[src/rtl/painterengine_gpu_frame_streamer.sv]
// Frame-fetch sequencer: walks a clipped viewport row by row and issues bounded DMA read bursts.
// Launch-to-first-request is 3 cycles; each burst waits in WAIT until the pixel FIFO can absorb it.
module painterengine_gpu_frame_streamer #(
   parameter int ADDR_WIDTH       = 32,
   parameter int DIM_WIDTH        = 16,
   parameter int BYTES_PER_PIXEL  = 4,
   parameter int BURST_MAX        = 64,
   parameter int FIFO_COUNT_WIDTH = 8
) (
   input  logic                        i_wire_clock,
   input  logic                        i_wire_reset,
   input  logic                        i_wire_start,
   input  logic                        i_wire_abort,
   input  logic                        i_wire_continuous,
   input  logic                        i_wire_frame_sync,
   input  logic [ADDR_WIDTH-1:0]       i_wire_image_address,
   input  logic [DIM_WIDTH-1:0]        i_wire_image_stride,
   input  logic [DIM_WIDTH-1:0]        i_wire_view_x,
   input  logic [DIM_WIDTH-1:0]        i_wire_view_y,
   input  logic [DIM_WIDTH-1:0]        i_wire_clip_width,
   input  logic [DIM_WIDTH-1:0]        i_wire_clip_height,
   input  logic [FIFO_COUNT_WIDTH-1:0] i_wire_fifo_free_count,
   output logic [ADDR_WIDTH-1:0]       o_wire_reader_address,
   output logic [DIM_WIDTH-1:0]        o_wire_reader_length,
   output logic                        o_wire_reader_start,
   input  logic                        i_wire_reader_done,
   input  logic                        i_wire_reader_error,
   output logic                        o_wire_busy,
   output logic                        o_wire_frame_done,
   output logic                        o_wire_error,
   output logic [2:0]                  o_wire_state,
   output logic [DIM_WIDTH-1:0]        o_wire_row,
   output logic [15:0]                 o_wire_frame_count
);

   localparam int CW = (FIFO_COUNT_WIDTH > DIM_WIDTH) ? FIFO_COUNT_WIDTH : DIM_WIDTH;

   typedef enum logic [2:0] {
      S_IDLE   = 3'd0,
      S_CALC   = 3'd1,
      S_WAIT   = 3'd2,
      S_ISSUE  = 3'd3,
      S_STREAM = 3'd4,
      S_NEXT   = 3'd5,
      S_DONE   = 3'd6,
      S_ERROR  = 3'd7
   } state_t;

   state_t                state_q, state_d;
   logic [ADDR_WIDTH-1:0] base_q;
   logic [DIM_WIDTH-1:0]  stride_q, vx_q, vy_q, cw_q, ch_q;
   logic [DIM_WIDTH-1:0]  row_q, row_d, col_q, col_d;
   logic [ADDR_WIDTH-1:0] addr_q, addr_d;
   logic [DIM_WIDTH-1:0]  len_q, len_d;
   logic                  error_q, error_d;
   logic                  frame_done_q;
   logic [15:0]           frame_count_q;
   logic                  latch_cfg;
   logic                  launch;
   logic                  done_entry;

   logic [ADDR_WIDTH-1:0] pix_index;
   logic [ADDR_WIDTH-1:0] calc_addr;
   logic [DIM_WIDTH-1:0]  remaining;
   logic [DIM_WIDTH-1:0]  calc_len;
   logic [DIM_WIDTH-1:0]  col_sum;
   logic [DIM_WIDTH-1:0]  row_inc;

   // All address arithmetic is done at ADDR_WIDTH so the result wraps modulo 2^ADDR_WIDTH.
   always_comb begin
      pix_index = (ADDR_WIDTH'(vy_q) + ADDR_WIDTH'(row_q)) * ADDR_WIDTH'(stride_q)
                + ADDR_WIDTH'(vx_q) + ADDR_WIDTH'(col_q);
      calc_addr = base_q + pix_index * ADDR_WIDTH'(BYTES_PER_PIXEL);
      remaining = cw_q - col_q;
      calc_len  = (remaining > DIM_WIDTH'(BURST_MAX)) ? DIM_WIDTH'(BURST_MAX) : remaining;
      col_sum   = col_q + len_q;
      row_inc   = row_q + DIM_WIDTH'(1);
   end

   assign launch = ((state_q == S_IDLE) && i_wire_start) ||
                   ((state_q == S_DONE) && (i_wire_start || (i_wire_continuous && i_wire_frame_sync)));

   always_comb begin
      state_d   = state_q;
      row_d     = row_q;
      col_d     = col_q;
      addr_d    = addr_q;
      len_d     = len_q;
      error_d   = error_q;
      latch_cfg = 1'b0;
      if (i_wire_abort) begin
         state_d = S_IDLE;
         row_d   = '0;
         col_d   = '0;
         error_d = 1'b0;
      end else begin
         case (state_q)
            S_IDLE, S_DONE: begin
               if (launch) begin
                  state_d   = S_CALC;
                  row_d     = '0;
                  col_d     = '0;
                  latch_cfg = 1'b1;
               end
            end
            S_CALC: begin
               if ((cw_q == '0) || (ch_q == '0)) begin
                  state_d = S_DONE;
               end else begin
                  addr_d  = calc_addr;
                  len_d   = calc_len;
                  state_d = S_WAIT;
               end
            end
            S_WAIT: begin
               if (CW'(i_wire_fifo_free_count) >= CW'(len_q)) state_d = S_ISSUE;
            end
            S_ISSUE: state_d = S_STREAM;
            S_STREAM: begin
               // Error wins over a simultaneous done.
               if (i_wire_reader_error) begin
                  state_d = S_ERROR;
                  error_d = 1'b1;
               end else if (i_wire_reader_done) begin
                  state_d = S_NEXT;
               end
            end
            S_NEXT: begin
               if (col_sum == cw_q) begin
                  col_d   = '0;
                  row_d   = row_inc;
                  state_d = (row_inc == ch_q) ? S_DONE : S_CALC;
               end else begin
                  col_d   = col_sum;
                  state_d = S_CALC;
               end
            end
            S_ERROR: state_d = S_ERROR;
            default: state_d = S_IDLE;
         endcase
      end
   end

   assign done_entry = (state_d == S_DONE) && (state_q != S_DONE);

   always_ff @(posedge i_wire_clock or posedge i_wire_reset) begin
      if (i_wire_reset) begin
         state_q       <= S_IDLE;
         base_q        <= '0;
         stride_q      <= '0;
         vx_q          <= '0;
         vy_q          <= '0;
         cw_q          <= '0;
         ch_q          <= '0;
         row_q         <= '0;
         col_q         <= '0;
         addr_q        <= '0;
         len_q         <= '0;
         error_q       <= 1'b0;
         frame_done_q  <= 1'b0;
         frame_count_q <= '0;
      end else begin
         state_q      <= state_d;
         row_q        <= row_d;
         col_q        <= col_d;
         addr_q       <= addr_d;
         len_q        <= len_d;
         error_q      <= error_d;
         frame_done_q <= done_entry;
         if (done_entry) frame_count_q <= frame_count_q + 16'd1;
         if (latch_cfg) begin
            base_q   <= i_wire_image_address;
            stride_q <= i_wire_image_stride;
            vx_q     <= i_wire_view_x;
            vy_q     <= i_wire_view_y;
            cw_q     <= i_wire_clip_width;
            ch_q     <= i_wire_clip_height;
         end
      end
   end

   assign o_wire_reader_address = addr_q;
   assign o_wire_reader_length  = len_q;
   assign o_wire_reader_start   = (state_q == S_ISSUE);
   assign o_wire_busy           = (state_q == S_CALC) || (state_q == S_WAIT) || (state_q == S_ISSUE) ||
                                  (state_q == S_STREAM) || (state_q == S_NEXT);
   assign o_wire_frame_done     = frame_done_q;
   assign o_wire_error          = error_q;
   assign o_wire_state          = state_q;
   assign o_wire_row            = row_q;
   assign o_wire_frame_count    = frame_count_q;

endmodule

[config.mk]
export PLATFORM = sky130hd
export DESIGN_NAME = painterengine_gpu_frame_streamer
export DESIGN_NICKNAME = d
export VERILOG_FILES = /design/src/rtl/painterengine_gpu_frame_streamer.sv
export SDC_FILE = /design/constraint.sdc
export NUM_CORES = 1
export LEC_CHECK = 0
export BUFFER_PORTS_ARGS = -buffer_cell sky130_fd_sc_hd__buf_2
export CAP_MARGIN = 20
export CORE_MARGIN = 10
export CORE_UTILIZATION = 55
export CTS_BUF_LIST = sky130_fd_sc_hd__clkbuf_4 sky130_fd_sc_hd__clkbuf_8
export DETAILED_ROUTE_END_ITERATION = 10
export HOLD_SLACK_MARGIN = 0.05
export PLACE_DENSITY_LB_ADDON = 0.05
export SLEW_MARGIN = 20
export SYNTH_ARGS = -nofsm -noshare
export SYNTH_HDL_FRONTEND = slang
export SYNTH_SLANG_ARGS = --single-unit
[constraint.sdc]
create_clock -name i_wire_clock -period 18.6 [get_ports i_wire_clock]
set_input_delay 1.86 -clock i_wire_clock [delete_from_list [all_inputs] [get_ports i_wire_clock]]
set_output_delay 1.86 -clock i_wire_clock [all_outputs]
set_load 0.05 [all_outputs]
# After elaboration in Yosys (flattened, before gate mapping)
# Cells that the tools add are included.
word_totals:
  inputBits: 128
  reg_bits: 213
  wordCells: 85
  output_inout_bits: 87
op_classes:
  n_eq_ne: 13
  addsub: 8
  magnitude_cmp: 2
  muxes: 23
  bitwise: 2
  reduce_logical: 22
  multipliers: 1
op_table:
  columns: ["op", "n"]
  rows:
  - ["$mux 16", 6]
  - ["$pmux 16 s2", 2]
  - ["$add 30x16->30", 2]
  - ["$add 16x1->16 const B", 2]
  - ["$add 32x32->32", 1]
  - ["$eq 16x16->1", 2]
  - ["$logic_not 16->1", 2]
  - ["$mul 17x16->30", 1]
  - ["$mux 3", 8]
  - ["$pmux 3 s7", 1]
  - ["$add 16x16->17", 1]
  - ["$add 16x16->16", 1]
  - ["$ge 8x16->1", 1]
  - ["$gt 16x7->1 const B", 1]
  - ["$sub 16x16->16", 1]
  - ["$eq 3x3->1 const B", 5]
  - ["$ne 3x3->1 const B", 3]
  - ["$logic_or 1x1->1", 7]
  - ["$eq 3x2->1 const B", 2]
  - ["$mux 1", 6]
  - ["$reduce_and 3->1", 2]
  - ["$logic_and 1x1->1", 4]
  - ["$reduce_and 2->1", 2]
  - ["$reduce_bool 2->1", 2]
  - ["5 further kinds", 6]

# Longest topological paths before layout
logic_depth:
  word_depth: 9
  ltp_mapped: 43
  ltp_nobuf: 43

# Worst setup path after synthesis
# OpenSTA, ideal clock, no wires.
synth_timing:
  path_kind: "register to register"
  startpoint: "register row_q[1] (netlist: o_wire_row[1])"
  endpoint: "register addr_q[30] (netlist: o_wire_reader_address[30])"
  arrival_ns: 9.322
  period_less_slack_ns: 9.454
  setup_time_ns: 0.132
  setup_slack_ns: 9.146
  n_path_buf: 1
  required_time_ns: 18.468
  path_stages_with_launch: 40
  path_cell_list: "dfrtp_1 > ha_1 > a211oi_1 > o211ai_1 > a41o_1 > o41ai_2 > o21ai_0 > o21a_1 > nor2_1 > xnor2_1 > clkbuf_1 > nand2_1 > fa_1 > fa_1 > fa_1 > inv_1 > fa_1 > fa_1 > (+4 left out) > a21o_1 > or3_1 > o21ai_0 > nor2b_1 > o21a_1 > nor2_1 > xnor2_1 > ha_1 > o21ai_0 > nand2b_1 > and3_1 > o211ai_1 > a21boi_0 > o31ai_1 > a21oi_1 > a21oi_1 > xor2_1 > o21ai_0"
synth_between:
  elab_chain_cells: 5
synth_rtl:
  columns: ["element", "line", "source"]
  rows:
  - ["from (decl)", "52", "logic [DIM_WIDTH-1:0] row_q, row_d, col_q, col_d;"]
  - ["from (signal assigned)", "164", "row_q <= row_d;"]
  - ["$add 16x16->17", "71", "pix_index = (ADDR_WIDTH'(vy_q) + ADDR_WIDTH'(row_q)) * ADDR_WIDTH'(stride_q)"]
  - ["$mul 17x16->30", "71", null]
  - ["$add 30x16->30 (2 in a row)", "72", "+ ADDR_WIDTH'(vx_q) + ADDR_WIDTH'(col_q);"]
  - ["$add 32x32->32", "73", "calc_addr = base_q + pix_index * ADDR_WIDTH'(BYTES_PER_PIXEL);"]
  - ["to (signal assigned)", "166", "addr_q <= addr_d;"]
  - ["to (decl)", "53", "logic [ADDR_WIDTH-1:0] addr_q, addr_d;"]
# No other way between the ends.
# A chain may end at the register's enable or synchronous reset.

# Worst setup path after layout
# Same ends and word-level chain as after synthesis.

==> results_dict.tcl <==
set metrics [dict create \
    outcome "finished, final reports clean" \
    port-buffer-count 214 \
    slew_viol_final 0 \
    max_freq_ghz 0.101 \
    crit_path_start_kind "flip-flop" \
    cts_buffers 40 \
    period_share 0.535 \
    h-tree-depth 2 \
    clk_pin_slew_ns 0.06 \
    cts_setup_buffers 0 \
    skew_ns 0.0493 \
    drc 0 \
    synthSimpleGateAreaFrac 0.151 \
    syn_inst 2360 \
    nets 3096 \
    grt_max_degree 78 \
    synth_ff_type "dfrtp_1" \
    dp_cells 3033 \
    antenna_found_initial 1 \
    synthXorXnorAreaFrac 0.0511 \
    ant_nets 0 \
    grt_pass1_vias 18218 \
    num_antenna_cells 0 \
    crit_family "adder cells" \
    r2r_slack_ns 8.66 \
    core_region_area_mm2 0.0399 \
    die_x_um 222 \
    cts_sinks 213 \
    crit_slowest_cell "fa_1" \
    async_flop_share 1.00 \
    setup_viol 0 \
    initial_core_util 0.560 \
    required_ns 19.02 \
    drive_above_1_share 0.169 \
    drtIter0Drc 953 \
    die-area_mm2 0.0491 \
    worstSetupEndpointType "flip-flop" \
    rows 73 \
    syn-cell-area_mm2 0.0223 \
    critical-path-max-stage-delay_ns 0.54 \
    rsz0062_at_grt "false" \
    cap_violations 0 \
    synth-edff-count 0 \
    crit_top_cell "fa_1" \
    worstMarginPinSlew_ns 1.06 \
    cts_tree "built" \
    synth_adder_area_share 0.315 \
    hp-class "flip-flop to flip-flop" \
    insertion_delay_ns 0.61 \
    cts.path.max_buffers 3 \
    die_h_um 222 \
    arrival_ns 10.36 \
    yosysUniqueCellTypes 90 \
    ys_seq_elements 213 \
    dp_hpwl_um 45000 \
    final_common_cell "inv_1" \
    pin_count 215 \
    synth_top_family_by_area "adder cells" \
    synth_nets 2906 \
    root_buffer "clkbuf_8" \
    yosysWarnings 0 \
    cp_num_buf_inv 4 \
    yosysSeqAreaShare 0.239 \
    grt_usage 0.228 \
    routed_wl_um 56300 \
    syn_to_final_growth_pct 11.4 \
    firstDrtPassIters 7 \
    post-route-min-period_ns 9.94 \
    slew_headroom 0.295 \
    grt_pass1_wl_um 93300 \
    synth_area_per_cell_um2 9.47 \
    setup_tns_ns 0 \
    drt-wirelength-per-cell_um 18.2 \
    vias 17225 \
    cp_max_fo 14 \
    synthMuxAreaShare 0.0566 \
    postCtsHoldBufs 0 \
    worst-setup-path-type "flip-flop to flip-flop" \
    post_cts_resized 0 \
    vias_per_cell 5.55 \
    final_cell_mix "inv_1, fa_1, nand2_1" \
    synth_compound_area_frac 0.112 \
    grt-ovfl-total 0 \
    finalNonFillerCells 3101 \
    finalHoldViolations 0 \
    place_congestion 0.896 \
]
-- layout make-up --
| cell class | count | area [um^2] |
|---|---|---|
| Timing Repair Buffer | 233 | 1220 |
| Clock buffer | 56 | 733 |
| Inverter | 360 | 1360 |
| Tap cell | 525 | 657 |
| Fill cell | 3442 | 15000 |
| Clock inverter | 12 | 204 |
| Sequential cell | 213 | 5330 |
| Multi-Input combinational cell | 1702 | 15400 |
-- worst min-delay path, delay by kind of cell, from the launching register on --
kind | cells | cell delay, ns
flip-flops | 1 | 0.33
AO/OA/AOI/OAI | 1 | 0.06
AND/OR/NAND/NOR | 1 | 0.05
-- final timing paths --
| kind | start | end | depth (start not counted) |
|---|---|---|---|
| worst max-delay path | o_wire_row[1] | o_wire_reader_address[30] | 39 |
| worst min-delay path | o_wire_reader_address[26] | o_wire_reader_address[26] | 2 |
| worst max register to register | o_wire_row[1] | o_wire_reader_address[30] | 39 |
| worst min register to register | o_wire_reader_address[26] | o_wire_reader_address[26] | 2 |
| max in group asynchronous | i_wire_reset | base_q[27] | 3 |
| min in group asynchronous | i_wire_reset | o_wire_frame_count[4] | 2 |
-- flip-flops by register name (all words and copies together), names as in the netlist, 3 cells and up --
register,count
o_wire_frame_count,16
base_q,32
col_q,16
vy_q,16
vx_q,16
ch_q,16
o_wire_state,3
o_wire_reader_length,16
o_wire_row,16
cw_q,16
o_wire_reader_address,32
stride_q,16
-- Yosys cell counts (9+ instances only) --
master    number  area [um^2]
dfrtp_1      213         5330
nand2_1      230          863
xnor2_1       82          718
or3_1         11         68.8
fa_1         242         4840
nand3_1       38          190
and3_1        13         81.3
nand2b_1      27          169
xor2_1        43          377
nor2_1        78          293
a21oi_1       64          320
and2_1       137          857
ha_1         176         2200
o21ai_1       12         60.1
a31oi_1       23          144
o21ai_0      107          536
nor4_1        18          113
nand4_1       22          138
clkbuf_1      71          267
a21o_1        31          233
o22ai_1       13         81.3
nor3_1        37          185
mux2_2       106         1190
o21a_1        18          135
nor2b_1       25          156
a211oi_1       9         67.6
o211ai_1      13         97.6
inv_1        360         1350
-- through the flow --
step	cell area, um^2	utilization	hold WS, ns	setup slack (ns)
final	24900	0.623	0.473	8.66
after global routing	24900	0.623	0.501	7.84
after CTS	24900	0.623	0.479	8.64
after detailed placement	23900	0.600	0.466	8.69
after global placement	23900	0.600	0.459	9.01
after floorplan	22300	-	0.477	9.15
-- layer usage --
metal	vias to the layer above	wire (um)	global-route usage
li1	8184	-	-
met1	8501	25500	0.299
met3	87	3250	0.0476
met2	451	26400	0.376
met4	2	1250	0.0636
met5	-	17	0
-- kinds of logic after synthesis --
logic type               after synthesis
AO/OA/AOI/OAI                        378
XOR/XNOR                             127
adder cells (fa/ha/maj)              418
buffers and inverters                445
flip-flops                           213
multiplexers                         113
AND/OR/NAND/NOR                      666
Power is not shown: default switching activity piles up to over one toggle a cycle in this logic, so the estimate is an artifact.
